==> src/rtl/clock_ctrl_pkg.sv <==
// clock_ctrl_pkg: register map, field layout, limits and load-FSM state type for clock_ctrl
package clock_ctrl_pkg;
  localparam logic [7:0] OFF_CTRL   = 8'h00;
  localparam logic [7:0] OFF_DIV    = 8'h04;
  localparam logic [7:0] OFF_SET    = 8'h08;
  localparam logic [7:0] OFF_TIME   = 8'h0C;
  localparam logic [7:0] OFF_ALARM  = 8'h10;
  localparam logic [7:0] OFF_STATUS = 8'h14;
  localparam int CTRL_RUN    = 0;
  localparam int CTRL_IRQ_EN = 1;
  localparam int ST_BUSY     = 0;
  localparam int ST_HIT      = 1;
  localparam int ST_ERR      = 2;
  localparam int SEC_LSB     = 0;
  localparam int MIN_LSB     = 8;
  localparam int HR_LSB      = 16;
  localparam int FIELD_W     = 6;
  localparam int ALARM_ARM   = 31;
  localparam logic [31:0] ALARM_MASK = 32'h803F_3F3F;
  localparam logic [5:0] MAX_HOURS  = 6'd23;
  localparam logic [5:0] MAX_MINSEC = 6'd59;
  typedef enum logic {IDLE, LOAD} state_t;
  function automatic logic [31:0] pack_time(input logic [5:0] h, input logic [5:0] m, input logic [5:0] s);
    pack_time = '0;
    pack_time[HR_LSB +: FIELD_W]  = h;
    pack_time[MIN_LSB +: FIELD_W] = m;
    pack_time[SEC_LSB +: FIELD_W] = s;
  endfunction
endpackage

==> src/rtl/clock_ctrl_prescaler.sv <==
// clock_ctrl_prescaler: DIV+1 cycle counter producing a registered one-cycle tick; ports en/hold/clr/div in, tick_o/count out
module clock_ctrl_prescaler (
  input  logic        clk,
  input  logic        reset,
  input  logic        en,
  input  logic        hold,
  input  logic        clr,
  input  logic [31:0] div,
  output logic        tick_o,
  output logic [31:0] count
);
  always_ff @(posedge clk or posedge reset)
    if (reset) begin
      count  <= '0;
      tick_o <= 1'b0;
    end else begin
      tick_o <= en & ~hold & ~clr & (count == div);
      count  <= (hold | clr) ? '0 : en ? ((count == div) ? '0 : count + 32'd1) : count;
    end
endmodule

==> src/rtl/clock_ctrl.sv <==
// clock_ctrl: Wishbone sequencer for the timekeeper (prescaled tick, valid/ready time load, alarm irq); alarm built only with CLOCK_CTRL_ALARM_EN
import clock_ctrl_pkg::*;
module clock_ctrl #(
  parameter logic [31:0] BASE_ADDR = 32'h3000_0000,
  parameter logic [31:0] DIV_RESET = 32'd9_999_999
) (
  input  logic        clk,
  input  logic        reset,
  input  logic        wbs_cyc_i,
  input  logic        wbs_stb_i,
  input  logic        wbs_we_i,
  input  logic [3:0]  wbs_sel_i,
  input  logic [31:0] wbs_adr_i,
  input  logic [31:0] wbs_dat_i,
  output logic        wbs_ack_o,
  output logic [31:0] wbs_dat_o,
  output logic        tick_o,
  output logic        set_valid_o,
  input  logic        set_ready_i,
  output logic [5:0]  set_hours_o,
  output logic [5:0]  set_minutes_o,
  output logic [5:0]  set_seconds_o,
  input  logic [5:0]  cur_hours_i,
  input  logic [5:0]  cur_minutes_i,
  input  logic [5:0]  cur_seconds_i,
  output logic        irq_o
);
  logic [1:0] ctrl;
  logic [31:0] div, count, alarm, rdata, cur_time;
  logic alarm_hit, err, req, wr, set_wr, set_go, st_wr, unused;
  logic [7:0] off;
  logic [5:0] d_hr, d_min, d_sec;
  state_t state;
  // ~wbs_ack_o blocks a second ack for a request still held after its ack
  assign req = wbs_cyc_i & wbs_stb_i & ~wbs_ack_o & (wbs_adr_i[31:8] == BASE_ADDR[31:8]);
  assign off = {wbs_adr_i[7:2], 2'b00};
  assign wr = req & wbs_we_i;
  assign d_hr = wbs_dat_i[HR_LSB +: FIELD_W];
  assign d_min = wbs_dat_i[MIN_LSB +: FIELD_W];
  assign d_sec = wbs_dat_i[SEC_LSB +: FIELD_W];
  assign set_wr = wr & (off == OFF_SET);
  assign set_go = set_wr & (state == IDLE) & (d_hr <= MAX_HOURS) & (d_min <= MAX_MINSEC) & (d_sec <= MAX_MINSEC);
  assign st_wr = wr & (off == OFF_STATUS);
  assign cur_time = pack_time(cur_hours_i, cur_minutes_i, cur_seconds_i);
  assign unused = ^{wbs_sel_i, wbs_adr_i[1:0]};
  assign rdata = (off == OFF_CTRL)   ? {30'd0, ctrl} :
                 (off == OFF_DIV)    ? div :
                 (off == OFF_TIME)   ? cur_time :
                 (off == OFF_ALARM)  ? alarm :
                 (off == OFF_STATUS) ? {29'd0, err, alarm_hit, state == LOAD} : '0;
  always_ff @(posedge clk or posedge reset)
    if (reset) begin
      wbs_ack_o <= 1'b0;
      wbs_dat_o <= '0;
      ctrl      <= '0;
      div       <= DIV_RESET;
      err       <= 1'b0;
    end else begin
      wbs_ack_o <= req;
      wbs_dat_o <= req ? rdata : '0;
      if (wr && off == OFF_CTRL) ctrl <= wbs_dat_i[1:0];
      if (wr && off == OFF_DIV) div <= wbs_dat_i;
      err <= (set_wr & ~set_go) | (err & ~(st_wr & wbs_dat_i[ST_ERR]));
    end
  always_ff @(posedge clk or posedge reset)
    if (reset) begin
      state         <= IDLE;
      set_valid_o   <= 1'b0;
      set_hours_o   <= '0;
      set_minutes_o <= '0;
      set_seconds_o <= '0;
    end else if (state == IDLE) begin
      if (set_go) begin
        state         <= LOAD;
        set_valid_o   <= 1'b1;
        set_hours_o   <= d_hr;
        set_minutes_o <= d_min;
        set_seconds_o <= d_sec;
      end
    end else if (set_ready_i) begin
      state       <= IDLE;
      set_valid_o <= 1'b0;
    end
  // shrinking DIV below the running count would otherwise run the count up to wrap-around
  clock_ctrl_prescaler u_prescaler (
    .clk    (clk),
    .reset  (reset),
    .en     (ctrl[CTRL_RUN] & (state == IDLE)),
    .hold   (state == LOAD),
    .clr    (wr & (off == OFF_DIV) & (wbs_dat_i < count)),
    .div    (div),
    .tick_o (tick_o),
    .count  (count)
  );
`ifdef CLOCK_CTRL_ALARM_EN
  logic match_c, match_q;
  assign match_c = alarm[ALARM_ARM] & (alarm[30:0] == cur_time[30:0]);
  // HIT sets on the unregistered rising edge so irq_o follows the match by two cycles
  always_ff @(posedge clk or posedge reset)
    if (reset) begin
      alarm     <= '0;
      match_q   <= 1'b0;
      alarm_hit <= 1'b0;
      irq_o     <= 1'b0;
    end else begin
      if (wr && off == OFF_ALARM) alarm <= wbs_dat_i & ALARM_MASK;
      match_q   <= match_c;
      alarm_hit <= (match_c & ~match_q) | (alarm_hit & ~(st_wr & wbs_dat_i[ST_HIT]));
      irq_o     <= alarm_hit & ctrl[CTRL_IRQ_EN];
    end
`else
  assign alarm = '0;
  assign alarm_hit = 1'b0;
  assign irq_o = 1'b0;
`endif
endmodule

==> config.mk <==
export PLATFORM = sky130hd
export DESIGN_NAME = clock_ctrl
export DESIGN_NICKNAME = d
export VERILOG_FILES = /design/src/rtl/clock_ctrl_pkg.sv /design/src/rtl/clock_ctrl_prescaler.sv /design/src/rtl/clock_ctrl.sv
export SDC_FILE = /design/constraint.sdc
export NUM_CORES = 1
export LEC_CHECK = 0
export CAP_MARGIN = 20
export CORE_ASPECT_RATIO = 2
export CORE_UTILIZATION = 46
export DETAILED_ROUTE_END_ITERATION = 7
export PLACE_DENSITY = 0.85
export REMOVE_ABC_BUFFERS = 1
export SYNTH_ARGS = -nofsm -noshare
export SYNTH_HDL_FRONTEND = slang
export SYNTH_SLANG_ARGS = --single-unit
==> constraint.sdc <==
create_clock -name clk -period 4 [get_ports clk]
set_input_delay 1 -clock clk [delete_from_list [all_inputs] [get_ports clk]]
set_output_delay 1 -clock clk [all_outputs]
set_load 0.01 [all_outputs]
==> metrics <==
status=complete, no violations; # IOs=146; Hold Fails Final Rpt=0; layout cells sized above 1=0.145; overall routed net length=19.1 mm; die width=87.0 um; core area=14000 um^2; Die Y=172 um; max_slew headroom=0.455; period utilization=0.804; vias in the first global route=5879; RePlAce Congestion=0.955; Achievable Freq=0.311 GHz; reg-to-reg startpoint=u_prescaler.count[25]$_DFFE_PP0P_; setup ws final=786 ps; clock share of power=0.525; Detailed Place HPWL=13.9 mm; layout overhead on the synthesized area=33.1%; I/O Buffers=138; GRT Residual Overflow=0; DR DRC count=0; Placement Setup Slack=381 ps; initial antenna violation count=0; Std-Cell Rows=61; Worst Tran Pin Value=812 ps; max-slew violation count=0; Post-Place Cells=969; Pint=0.00235 W; CP Launch Type=input pin; Clock Sink Count=121; CP endpoint kind=flip-flop; Critical Path End=set_hours_o[3]$_DFFE_PP0P_; synthesized area=6640 um^2; DR iter-0 viols=431; max cap viols=0; skew final=7.19 ps; Clock Pin Slew Worst Setup and Hold Paths=50 ps; switching pwr=0.000615 W; Crit Path Category=in -> reg; largest vdd supply drop=0.283 mV; TritonRoute pass-1 iters=6; Vias/cell=5.86; Final Instance Area=8840 um^2; Critical path origin=wbs_adr_i[20]; Total GRT Usage=0.265; fin nets=923; worst-skew pair later-pin latency=420 ps; Starting Density=0.475; first-pass GRT wire length=29.5 mm; hold_ws=482 ps; WP data arrival=3510 ps; EDFF count, synth=0; Sw Ratio=0.207; Clock Tree Root=clkbuf_16; Max H-tree Level=4; Avg Inst Size Synth=9.99 um^2; sequential share of power=0.413; largest net degree at the start of global routing=55; vias post-DR=5865; post_cts resized=0; # Post-CTS Setup Buffers=0; RSZ-0062 raised after global routing=no; antenna-violating nets left=0; CTS tree=yes; Placement Cell Area=8240 um^2; final setup fails=0; CTS Buf Count=17; Syn Inst Count=665; ANT cells=0; Yosys reg bits=121; P_leak=3.86 nW; WL per Instance=19.1 um; combinational fraction of design power=0.062; Power Dens Cells=336 nW/um^2; crit path max fanout=16; Seq/Total Area, Yosys=0.459; die area=14900 um^2; yosys warns=0; post-synth cell types=51; min Tclk post-route=3210 ps; Final Power=0.00297 W; worst reg2reg endpoint=u_prescaler.count[28]$_DFFE_PP0P_; Worst Hold Class=reg -> reg; async set-or-reset flop fraction in the synthesized netlist=1.00; Most used DFF post-synth=dfrtp_1; CTS Buffer Depth=2; critical path required time=4290 ps; Non-Filler Instances=1001; Worst R2R Setup Slack=1040 ps; hold_buf cts=0; R2R cell count=6
[how the worst min path moves through the flow]
stage,from,to,slack [ps],depth (start not counted)
floorplan,err$_DFF_PP0_,err$_DFF_PP0_,470,1
global placement,set_valid_o$_DFFE_PP0P_,set_valid_o$_DFFE_PP0P_,460,2
detailed placement,set_valid_o$_DFFE_PP0P_,set_valid_o$_DFFE_PP0P_,470,2
CTS,set_valid_o$_DFFE_PP0P_,set_valid_o$_DFFE_PP0P_,480,2
global route,set_valid_o$_DFFE_PP0P_,set_valid_o$_DFFE_PP0P_,510,2
finish,set_valid_o$_DFFE_PP0P_,set_valid_o$_DFFE_PP0P_,480,2
[layout make-up]
class                      count  area [um^2]
fill                        1087         5130
clock inverter                 8          118
timing repair buffer         152         1520
multi-input combinational    471         3290
inverter                      36          138
clock buffer                  24          482
sequential                   121         3050
tap                          189          236
[cells in the mapped netlist, drive strengths merged, types with 5 or more instances]
cell	n	share of area
a21oi	46	0.035
a22oi	19	0.021
a31oi	11	0.010
and2	16	0.015
buf	9	0.010
clkbuf	28	0.016
dfrtp	107	0.40
dfstp	14	0.055
ha	32	0.060
inv	36	0.020
mux2	51	0.086
nand2	52	0.029
nand3	24	0.019
nand3b	5	0.0057
nand4	25	0.024
nor2	43	0.024
nor3	12	0.011
nor4	26	0.027
o21a	5	0.0057
o21ai	25	0.019
xor2	32	0.042
[registers in the layout, summed over array words and instances, names as in the netlist]
| register | count |
|---|---|
| div | 32 |
| u_prescaler.count | 32 |
| wbs_dat_o | 32 |
| set_hours_o | 6 |
| set_minutes_o | 6 |
| set_seconds_o | 6 |
| ctrl | 2 |
| err | 1 |
| set_valid_o | 1 |
| state | 1 |
| u_prescaler.tick_o | 1 |
| wbs_ack_o | 1 |
[cells by family (layout without fill, tap and decap cells)]
logic type,count (synthesis),count (layout),share of synthesized area
flip-flops,121,121,0.459
XOR/XNOR,32,32,0.0422
adder cells (fa/ha/maj),32,32,0.0603
buffers and inverters,73,220,0.0464
AO/OA/AOI/OAI,127,127,0.120
other,1,1,0.000565
multiplexers,55,55,0.0925
AND/OR/NAND/NOR,224,224,0.179
[critical path, cell delays in order]
cell,delay [ps]
clkdlybuf4s50_1,410
nor4b_1,290
nand4_1,270
nor3_1,290
nand2_1,150
or3_1,520
buf_4,270
mux2_2,290
[power groups by stage]
stage	Clock, W	Sequential [W]	Combinational (W)
CTS	0.00157	0.00123	0.000184
finish	0.00156	0.00123	0.000183
global placement	0	0.00125	0.000179
global route	0.00162	0.00123	0.000200
detailed placement	0	0.00125	0.000182
floorplan	0	0.00125	0.0000550
[layer usage]
metal,GRT usage,part of all wire,vias to the layer above
met3,0.0544,0.054,79
li1,-,-,2662
met5,0,0,-
met1,0.271,0.35,2842
met2,0.470,0.53,282
met4,0.189,0.065,0
[cell usage in the layout (no fill, tap or decap), drive strengths merged, types with 2 or more instances in the layout]
cell	instances
clkdlybuf4s50	138
dfrtp	107
nand2	52
mux2	51
a21oi	46
nor2	43
inv	36
xor2	32
ha	32
nor4	26
o21ai	25
nand4	25
nand3	24
clkbuf	24
a22oi	19
and2	16
dfstp	14
buf	14
nor3	12
a31oi	11
nand3b	5
o21a	5
nand2b	4
nor4b	4
mux2i	4
clkinv	4
a21o	3
a211oi	3
and4	3
bufinv	3
nor3b	3
a22o	2
or3	2
a21boi	2
or4	2
a221oi	2
a222oi	2
[stage by stage]
| stage | utilization | setup TNS, ps |
|---|---|---|
| floorplan | - | -20440 |
| global placement | 0.590 | 0 |
| detailed placement | 0.590 | 0 |
| CTS | 0.633 | 0 |
| global route | 0.633 | 0 |
| finish | 0.633 | 0 |
Note: power is estimated with default switching activity, not from simulation.
